`src/rtl/axi_8bit_adder_stage_pkg.sv`:
```
// axi_8bit_adder_stage_pkg: shared widths and output FIFO depth for the adder stage family
package axi_8bit_adder_stage_pkg;
  localparam int DEF_IN_WIDTH = 8;
  localparam int DEF_OUT_WIDTH = 16;
  localparam int FIFO_DEPTH = 2;
  typedef logic [1:0] fifo_cnt_t;
endpackage

```
`src/rtl/axi_8bit_adder_stage_skid_fifo2.sv`:
```
// axi_skid_fifo2: 2-entry register FIFO, push/space in, AXI-Stream master out
module axi_skid_fifo2
  import axi_8bit_adder_stage_pkg::*;
#(
  parameter int W = DEF_OUT_WIDTH
) (
  input  logic         clk,
  input  logic         rst_n,
  input  logic         push,
  input  logic [W-1:0] push_data,
  output logic         space,
  output logic [W-1:0] m_data,
  output logic         m_valid,
  input  logic         m_ready
);
  localparam fifo_cnt_t FULL = fifo_cnt_t'(FIFO_DEPTH);
  fifo_cnt_t count;
  logic [W-1:0] e0, e1;
  logic pop;
  assign m_valid = count != 2'd0;
  assign m_data = e0;
  assign space = count != FULL;
  assign pop = m_valid & m_ready;
  // e0 is always the head; the caller never pushes while full
  always_ff @(posedge clk or negedge rst_n) begin
    if (!rst_n) begin
      count <= '0;
      e0 <= '0;
      e1 <= '0;
    end else begin
      count <= count + fifo_cnt_t'(push) - fifo_cnt_t'(pop);
      if (push && (count == 2'd0 || (count == 2'd1 && pop))) e0 <= push_data;
      else if (pop && count == FULL) e0 <= e1;
      if (push && count == 2'd1 && !pop) e1 <= push_data;
    end
  end
endmodule

```
`src/rtl/axi_8bit_adder_stage.sv`:
```
// axi_8bit_adder_stage: joins two operand streams pairwise and emits their sum as a stream
module axi_8bit_adder_stage
  import axi_8bit_adder_stage_pkg::*;
#(
  parameter int IN_WIDTH = DEF_IN_WIDTH,
  parameter int OUT_WIDTH = DEF_OUT_WIDTH,
  parameter bit SIGNED = 1'b0
) (
  input  logic                 clk,
  input  logic                 rst_n,
  input  logic [IN_WIDTH-1:0]  s_axis_a_data,
  input  logic                 s_axis_a_valid,
  output logic                 s_axis_a_ready,
  input  logic [IN_WIDTH-1:0]  s_axis_b_data,
  input  logic                 s_axis_b_valid,
  output logic                 s_axis_b_ready,
  output logic [OUT_WIDTH-1:0] m_axis_data,
  output logic                 m_axis_valid,
  input  logic                 m_axis_ready,
  output logic [15:0]          sum_count
);
  logic a_full, b_full, a_acc, b_acc, join_fire, space;
  logic [IN_WIDTH-1:0] a_hold, b_hold;
  logic [OUT_WIDTH-1:0] a_ext, b_ext;
  // join looks only at registered FIFO occupancy, keeping m_axis_ready off the input ready path
  assign join_fire = a_full & b_full & space;
  assign s_axis_a_ready = !a_full | join_fire;
  assign s_axis_b_ready = !b_full | join_fire;
  assign a_acc = s_axis_a_valid & s_axis_a_ready;
  assign b_acc = s_axis_b_valid & s_axis_b_ready;
  assign a_ext = {{(OUT_WIDTH-IN_WIDTH){SIGNED & a_hold[IN_WIDTH-1]}}, a_hold};
  assign b_ext = {{(OUT_WIDTH-IN_WIDTH){SIGNED & b_hold[IN_WIDTH-1]}}, b_hold};
  always_ff @(posedge clk or negedge rst_n) begin
    if (!rst_n) begin
      a_full <= 1'b0;
      b_full <= 1'b0;
      a_hold <= '0;
      b_hold <= '0;
      sum_count <= '0;
    end else begin
      a_full <= a_acc | (a_full & !join_fire);
      b_full <= b_acc | (b_full & !join_fire);
      if (a_acc) a_hold <= s_axis_a_data;
      if (b_acc) b_hold <= s_axis_b_data;
      if (m_axis_valid && m_axis_ready) sum_count <= sum_count + 16'd1;
    end
  end
  axi_skid_fifo2 #(.W(OUT_WIDTH)) u_fifo (
    .clk(clk),
    .rst_n(rst_n),
    .push(join_fire),
    .push_data(a_ext + b_ext),
    .space(space),
    .m_data(m_axis_data),
    .m_valid(m_axis_valid),
    .m_ready(m_axis_ready)
  );
endmodule

```
`config.mk`:
```
export PLATFORM = sky130hd
export DESIGN_NAME = axi_8bit_adder_stage
export DESIGN_NICKNAME = d
export VERILOG_FILES = /design/src/rtl/axi_8bit_adder_stage_pkg.sv /design/src/rtl/axi_8bit_adder_stage_skid_fifo2.sv /design/src/rtl/axi_8bit_adder_stage.sv
export SDC_FILE = /design/constraint.sdc
export NUM_CORES = 1
export LEC_CHECK = 0
export ABC_AREA = 1
export ABC_CLOCK_PERIOD_IN_PS = 4550
export CAP_MARGIN = 30
export CORE_MARGIN = 3
export CORE_UTILIZATION = 50
export CTS_BUF_LIST = sky130_fd_sc_hd__clkbuf_8
export DETAILED_ROUTE_END_ITERATION = 16
export PLACE_DENSITY = 0.77
export SLEW_MARGIN = 10
export SYNTH_ARGS = -nofsm -noshare
export SYNTH_HDL_FRONTEND = slang
export SYNTH_SLANG_ARGS = --single-unit
```
`constraint.sdc`:
```
create_clock -name clk -period 4.55 [get_ports clk]
set_clock_uncertainty 0.05 [all_clocks]
set_input_delay 0.6825 -clock clk [delete_from_list [all_inputs] [get_ports clk]]
set_output_delay 0.6825 -clock clk [all_outputs]
set_load 0.05 [all_outputs]
```
After elaboration in Yosys (flattened, before gate mapping) --
Index checks and enable logic that the tools add are counted.
Word-level totals: input port bits 21, logic and storage cells 42, flip-flop bits (word level) 68, output and inout bits 35
Cells by class: add/sub/neg operators 4, multiplexer cells 2, reductions and logical operators 14, bitwise gates (word level) 11, eq/ne operators 3
Operators with widths (number):
- $mux 16 | 2
- $add 16x1->16 const B | 1
- $add 8x8->9 | 1
- $and 1x1->1 | 7
- $logic_and 1x1->1 | 6
- $logic_not 1->1 | 4
- $or 1x1->1 | 4
- $reduce_bool 2->1 | 2
- $add 2x1->2 | 1
- $eq 2x1->1 const B | 1
- $eq 2x2->1 const B | 1
- $logic_not 2->1 | 1
- $ne 2x2->1 const B | 1
- $sub 2x1->2 | 1
- $logic_or 1x1->1 | 1

Longest topological paths before layout --
word-level depth 6, gate-level depth with buffers 10, mapped depth without buffers 10

Cells and area by module --
A second synthesis with hierarchy kept.
Unflattened totals: cell total of the unflattened synthesis 450, area total of the unflattened synthesis 3748.6 um^2
Modules (own cells, without submodules):
- axi_8bit_adder_stage | area an instance 1924.3 um^2, instances 1, sequential area each 850.8 um^2, cells an instance 249
- axi_skid_fifo2 | area an instance 1824.2 um^2, instances 1, sequential area each 850.8 um^2, cells an instance 201

Worst setup path before layout --
No wires, ideal clock.
path type input-to-reg, from in m_axis_ready, to reg u_fifo.count[1], cell stages on the path 8, setup time 0.079 ns, required time 4.421 ns, setup slack 2.518 ns, buffers on the path 1, data arrival time 1.903 ns, path through inv_1 a21oi_4 buf_2 ha_1 inv_1 ha_1 xnor2_1 xor2_1
Between the ends: word-level cells in the longest chain between the ends 2
Ends and longest elaborated chain:
- start: declaration | RTL line axi_8bit_adder_stage.sv:19 | input logic m_axis_ready,
- $and 1x1->1 | RTL line axi_8bit_adder_stage_skid_fifo2.sv:23 | assign pop = m_valid & m_ready;
- via u_fifo.pop | RTL line axi_8bit_adder_stage_skid_fifo2.sv:19 | logic pop;
- $sub 2x1->2 | RTL line axi_8bit_adder_stage_skid_fifo2.sv:31 | count <= count + fifo_cnt_t'(push) - fifo_cnt_t'(pop);
- end signal: assignment | RTL line axi_8bit_adder_stage_skid_fifo2.sv:31
- end: declaration | RTL line axi_8bit_adder_stage_skid_fifo2.sv:17 | fifo_cnt_t count;
The timed path passes the listed nets, and every way through them passes these cells. A chain may end at the register's enable or synchronous reset.

Worst setup path in the final report --
from reg b_full, to out s_axis_a_ready
Between the ends: word-level cells in the longest chain between the ends 3
Ends and longest elaborated chain:
- start: declaration | RTL line axi_8bit_adder_stage.sv:22 | logic a_full, b_full, a_acc, b_acc, join_fire, space;
- start signal: assignment | RTL line axi_8bit_adder_stage.sv:42 | b_full <= b_acc | (b_full & !join_fire);
- $and 1x1->1 (2 in a row) | RTL line axi_8bit_adder_stage.sv:26 | assign join_fire = a_full & b_full & space;
- $or 1x1->1 | RTL line axi_8bit_adder_stage.sv:27 | assign s_axis_a_ready = !a_full | join_fire;
- end: declaration | RTL line axi_8bit_adder_stage.sv:13 | output logic s_axis_a_ready,
Every way passes these cells.

==> report_table.html <==
<table>
<tr><th>Metric</th><th>Value</th></tr>
<tr><th colspan="2">GRT</th></tr>
<tr><td>Antenna violations before repair</td><td>0</td></tr>
<tr><td>Total global routing track utilization</td><td>between 10% and 20%</td></tr>
<tr><td>Wire length of the first global-routing pass</td><td>around 11 mm</td></tr>
<tr><td>Via count of the first global-routing pass</td><td>roughly 2400</td></tr>
<tr><td>Overflow left after global routing</td><td>0</td></tr>
<tr><td>Maximum number of pins on one net before global-route repair</td><td>55</td></tr>
<tr><th colspan="2">Timing</th></tr>
<tr><td>Shortest clock period the worst path allows after layout</td><td>2870 ps</td></tr>
<tr><td>Total negative slack</td><td>0 ps</td></tr>
<tr><td>Relative slew slack</td><td>a little under three fifths</td></tr>
<tr><td>Final-report setup violation count</td><td>0</td></tr>
<tr><td>Slack of the critical path</td><td>around 1700 ps</td></tr>
<tr><td>Setup repair after global routing missed its margin</td><td>no</td></tr>
<tr><td>Max Fclk</td><td>between 300 and 400 MHz</td></tr>
<tr><td>Pins Over Slew Limit</td><td>0</td></tr>
<tr><td>Final-report hold violation count</td><td>0</td></tr>
<tr><td>Least-Margin Pin Slew</td><td>between 600 and 700 ps</td></tr>
<tr><td>Part of the cycle the worst path needs</td><td>a little over three fifths</td></tr>
<tr><th colspan="2">Finish</th></tr>
<tr><td>Final standard cell area without fillers</td><td>0.00361 mm^2</td></tr>
<tr><td>Layout area overhead</td><td>20.1%</td></tr>
<tr><td>Combined area of the multi-input logic cells</td><td>between 0.001 and 0.0015 mm^2</td></tr>
<tr><td>Proportion of layout cells with a drive suffix above 1</td><td>under 10%</td></tr>
<tr><td>Count of antenna diodes in the layout</td><td>0</td></tr>
<tr><td>Fillers</td><td>just over 500</td></tr>
<tr><td>Post-layout net count</td><td>between 400 and 500</td></tr>
<tr><td>Area of all sequential standard cells</td><td>roughly 0.0014 mm^2</td></tr>
<tr><th colspan="2">Setup path</th></tr>
<tr><td>CP cell instances</td><td>nand2_1 &gt; a21oi_2 &gt; inv_1 &gt; nand2_2 &gt; clkdlybuf4s50_1</td></tr>
<tr><td>Worst path slowest cell</td><td>sky130_fd_sc_hd__clkdlybuf4s50_1</td></tr>
<tr><td>Crit path arrival time</td><td>between 2000 and 2500 ps</td></tr>
<tr><td>Crit path launch type</td><td>flip-flop</td></tr>
<tr><td>Worst path buffer plus inverter count</td><td>2</td></tr>
<tr><td>Critical Path End Type</td><td>output pin</td></tr>
<tr><td>Worst path max stage delay</td><td>~840 ps</td></tr>
<tr><td>Maximum fanout along the worst path</td><td>10</td></tr>
<tr><td>Crit Path Class</td><td>flip-flop to output pin</td></tr>
<tr><td>Largest delay contributor family on the critical path</td><td>buffers and inverters</td></tr>
<tr><td>CP Data Required Time</td><td>3820 ps</td></tr>
<tr><th colspan="2">Place</th></tr>
<tr><td>Placement Setup Slack</td><td>1760 ps</td></tr>
<tr><td>PortBufs</td><td>48</td></tr>
<tr><td>Hpwl dp</td><td>between 4 and 5 mm</td></tr>
<tr><td>Cell Area, Placed</td><td>between 0.003 and 0.004 mm^2</td></tr>
<tr><td>Routability congestion estimate</td><td>0.861</td></tr>
<tr><th colspan="2">Floorplanning</th></tr>
<tr><td>Placeable core region</td><td>approximately 0.0057 mm^2</td></tr>
<tr><td>Area of the die</td><td>0.00697 mm^2</td></tr>
<tr><td>Number of primary I/O pins</td><td>between 50 and 60</td></tr>
<tr><td>Std cell rows</td><td>27</td></tr>
<tr><td>Die Wd</td><td>~84 um</td></tr>
<tr><td>Die Y-Extent</td><td>roughly 84 um</td></tr>
<tr><td>Starting density of the core</td><td>between 50% and 60%</td></tr>
<tr><th colspan="2">Synth</th></tr>
<tr><td>Fraction of synthesis flops using an asynchronous set or reset pin</td><td>100%</td></tr>
<tr><td>Count of state elements after synthesis</td><td>54</td></tr>
<tr><td>Cell count after synthesis</td><td>between 300 and 400</td></tr>
<tr><td>Portion of the post-synthesis area used by sequential elements</td><td>45.0%</td></tr>
<tr><td>Average footprint of a synthesized cell</td><td>~7.6 um^2</td></tr>
<tr><td>Largest area contributor in the synthesized netlist</td><td>sky130_fd_sc_hd__dfrtp_1</td></tr>
<tr><td>Cell with the most instances after synthesis</td><td>sky130_fd_sc_hd__nand2_1</td></tr>
<tr><td>Cell area after synthesis</td><td>approximately 0.0030 mm^2</td></tr>
<tr><td>Cell types with the highest counts after synthesis</td><td>sky130_fd_sc_hd__nand2_1, sky130_fd_sc_hd__dfrtp_1, sky130_fd_sc_hd__inv_1, sky130_fd_sc_hd__nand3_1, sky130_fd_sc_hd__nor2_1</td></tr>
<tr><td>Number of enable-type register cells in the synthesized netlist</td><td>0</td></tr>
<tr><td>Most frequently used flop master after synthesis</td><td>sky130_fd_sc_hd__dfrtp_1</td></tr>
<tr><td>Area share of the largest cell type after synthesis</td><td>about 45%</td></tr>
<tr><td>Synth warn</td><td>0</td></tr>
<tr><td>Ranking of synthesized cells by area</td><td>sky130_fd_sc_hd__dfrtp_1, sky130_fd_sc_hd__nand2_1, sky130_fd_sc_hd__nand3_1</td></tr>
<tr><td>Number of unique standard cell types used by synthesis</td><td>29</td></tr>
<tr><th colspan="2">Clock tree</th></tr>
<tr><td>Number of hold buffers added after cts</td><td>0</td></tr>
<tr><td>Number of buffers created by CTS</td><td>5</td></tr>
<tr><td>CTS-repair resized insts</td><td>0</td></tr>
<tr><td>Post-CTS setup-driven buffer insertion count</td><td>0</td></tr>
<tr><td>CTS clock-pin slew for the worst setup and hold paths</td><td>around 90 ps</td></tr>
<tr><td>H-tree depth</td><td>2</td></tr>
<tr><td>CTS root buffer</td><td>sky130_fd_sc_hd__clkbuf_8</td></tr>
<tr><td>Clock sink total</td><td>between 50 and 60</td></tr>
<tr><td>TritonCTS clock tree</td><td>done</td></tr>
<tr><td>Number of buffers on the longest clock path</td><td>2</td></tr>
<tr><td>Worst-skew pair later-pin latency</td><td>300 ps</td></tr>
<tr><th colspan="2">Run status</th></tr>
<tr><td>Status</td><td>finished, final reports clean</td></tr>
<tr><th colspan="2">Power</th></tr>
<tr><td>Worst vdd rail ir drop</td><td>around 0.00035 V</td></tr>
<tr><td>Power density over cell area</td><td>just over 700 mW/mm^2</td></tr>
<tr><td>Reported leakage power</td><td>approximately 1.8 nW</td></tr>
<tr><th colspan="2">Routing</th></tr>
<tr><td>Antenna Violating Nets Remaining</td><td>0</td></tr>
<tr><td>Post-route DRC violation count</td><td>0</td></tr>
<tr><td>Overall routed net length</td><td>between 6 and 7 mm</td></tr>
<tr><td>TritonRoute pass-1 iters</td><td>4</td></tr>
<tr><td>Number of vias per cell</td><td>4.87</td></tr>
<tr><td>WL/cell</td><td>about 12 um</td></tr>
<tr><td>1st-iter DRT viols</td><td>roughly 230</td></tr>
<tr><td>Total vias in the final route</td><td>~2500</td></tr>
<tr><th colspan="2">Worst hold path</th></tr>
<tr><td>Worst min-delay path category</td><td>flip-flop to flip-flop</td></tr>
<tr><th colspan="2">Run</th></tr>
<tr><td>Maximum capacitance violations</td><td>0</td></tr>
</table>
-- routing by layer --
layer	global-route usage, %	up-vias	part of all wire [%]	routed length [um]
met1	26.6	1127	50	3000
met5	0	-	0	0
met2	29.7	68	44	2640
li1	-	1326	-	-
met3	2.67	4	5.7	342
met4	4.53	0	0.60	36
-- final cells by class --
cell class,instances,share of cell area (%)
clock buffers,5,1.91
flip-flops and latches,54,37.5
well taps,72,2.50
inverters,46,4.79
clock inverters,2,0.208
repair buffers,49,13.4
multi-input cells,290,39.8
-- stage by stage --
| step | total power (W) | hold slack [ps] | utilization (%) | std cells |
|---|---|---|---|---|
| global placement | 0.00232 | 404 | 62.2 | 511 |
| CTS | 0.00261 | 431 | 63.6 | 518 |
| global route | 0.00282 | 454 | 63.6 | 518 |
| detailed placement | 0.00236 | 409 | 62.2 | 511 |
| finish | 0.00259 | 427 | 63.6 | 518 |
| floorplan | 0.00194 | 337 | - | 401 |
-- logic make-up (layout without fill, tap and decap cells) --
logic type | count (synthesis) | after routing | share of synthesized area, %
and+or+nand+nor | 241 | 241 | 34.7
buffers and inverters | 57 | 102 | 8.04
DFF | 54 | 54 | 45.0
AOI/OAI and AO/OA | 19 | 19 | 3.75
adders and majority gates | 12 | 12 | 5.25
xor gates and xnor gates | 11 | 11 | 3.21
other | 1 | 7 | 0.125
-- worst reg2reg max path: stages, from the launching register on --
cell and delay [ps]:
sky130_fd_sc_hd__dfrtp_1 480, sky130_fd_sc_hd__inv_2 100, sky130_fd_sc_hd__a21oi_4 450, sky130_fd_sc_hd__ha_1 320, sky130_fd_sc_hd__inv_1 60, sky130_fd_sc_hd__ha_1 160
sky130_fd_sc_hd__xnor2_1 130, sky130_fd_sc_hd__xor2_1 160
-- final timing paths --
| kind | startpoint | endpoint | slack [ps] | cells after the start |
|---|---|---|---|---|
| hold / removal | u_fifo.e1[2]$_DFFE_PN0P_ | u_fifo.e1[2]$_DFFE_PN0P_ | 430 | 2 |
| setup / recovery | b_full$_DFF_PN0_ | s_axis_a_ready | 1680 | 5 |
| hold reg to reg | u_fifo.e1[2]$_DFFE_PN0P_ | u_fifo.e1[2]$_DFFE_PN0P_ | 430 | 2 |
| max in group asynchronous | rst_n | u_fifo.count[0]$_DFF_PN0_ | 3580 | 2 |
| min in group asynchronous | rst_n | u_fifo.m_data[7]$_DFFE_PN0P_ | 440 | 2 |
| setup reg to reg | u_fifo.count[1]$_DFF_PN0_ | u_fifo.count[1]$_DFF_PN0_ | 2560 | 7 |
-- cells in the final DEF, fill, tap and decap left out, types with 3 or more instances in the layout --
cell type	synthesis	final
sky130_fd_sc_hd__clkbuf_8	0	5
sky130_fd_sc_hd__nand2_2	4	4
sky130_fd_sc_hd__xnor2_1	4	4
sky130_fd_sc_hd__conb_1	1	7
sky130_fd_sc_hd__inv_2	3	3
sky130_fd_sc_hd__ha_1	11	11
sky130_fd_sc_hd__xor2_1	7	7
sky130_fd_sc_hd__dfrtp_1	54	54
sky130_fd_sc_hd__inv_1	42	44
sky130_fd_sc_hd__nand4_1	5	5
sky130_fd_sc_hd__nand2_1	159	159
sky130_fd_sc_hd__clkdlybuf4s50_1	0	47
sky130_fd_sc_hd__nand3_1	41	41
sky130_fd_sc_hd__nor2_1	22	22
sky130_fd_sc_hd__a21oi_1	6	6
sky130_fd_sc_hd__o21ai_0	10	10
-- flip-flops by register name (all words and copies together), names as in the netlist --
signal,cells
u_fifo.e1,9
u_fifo.m_data,9
b_hold,8
b_full,1
a_full,1
a_hold,8
sum_count,16
u_fifo.count,2
-- power by group --
group          internal (W)  switching [W]
Combinational      0.000514        0.00100
Sequential         0.000678       0.000157
Clock              0.000102       0.000139
No activity file was read; power rests on OpenSTA's default activity.
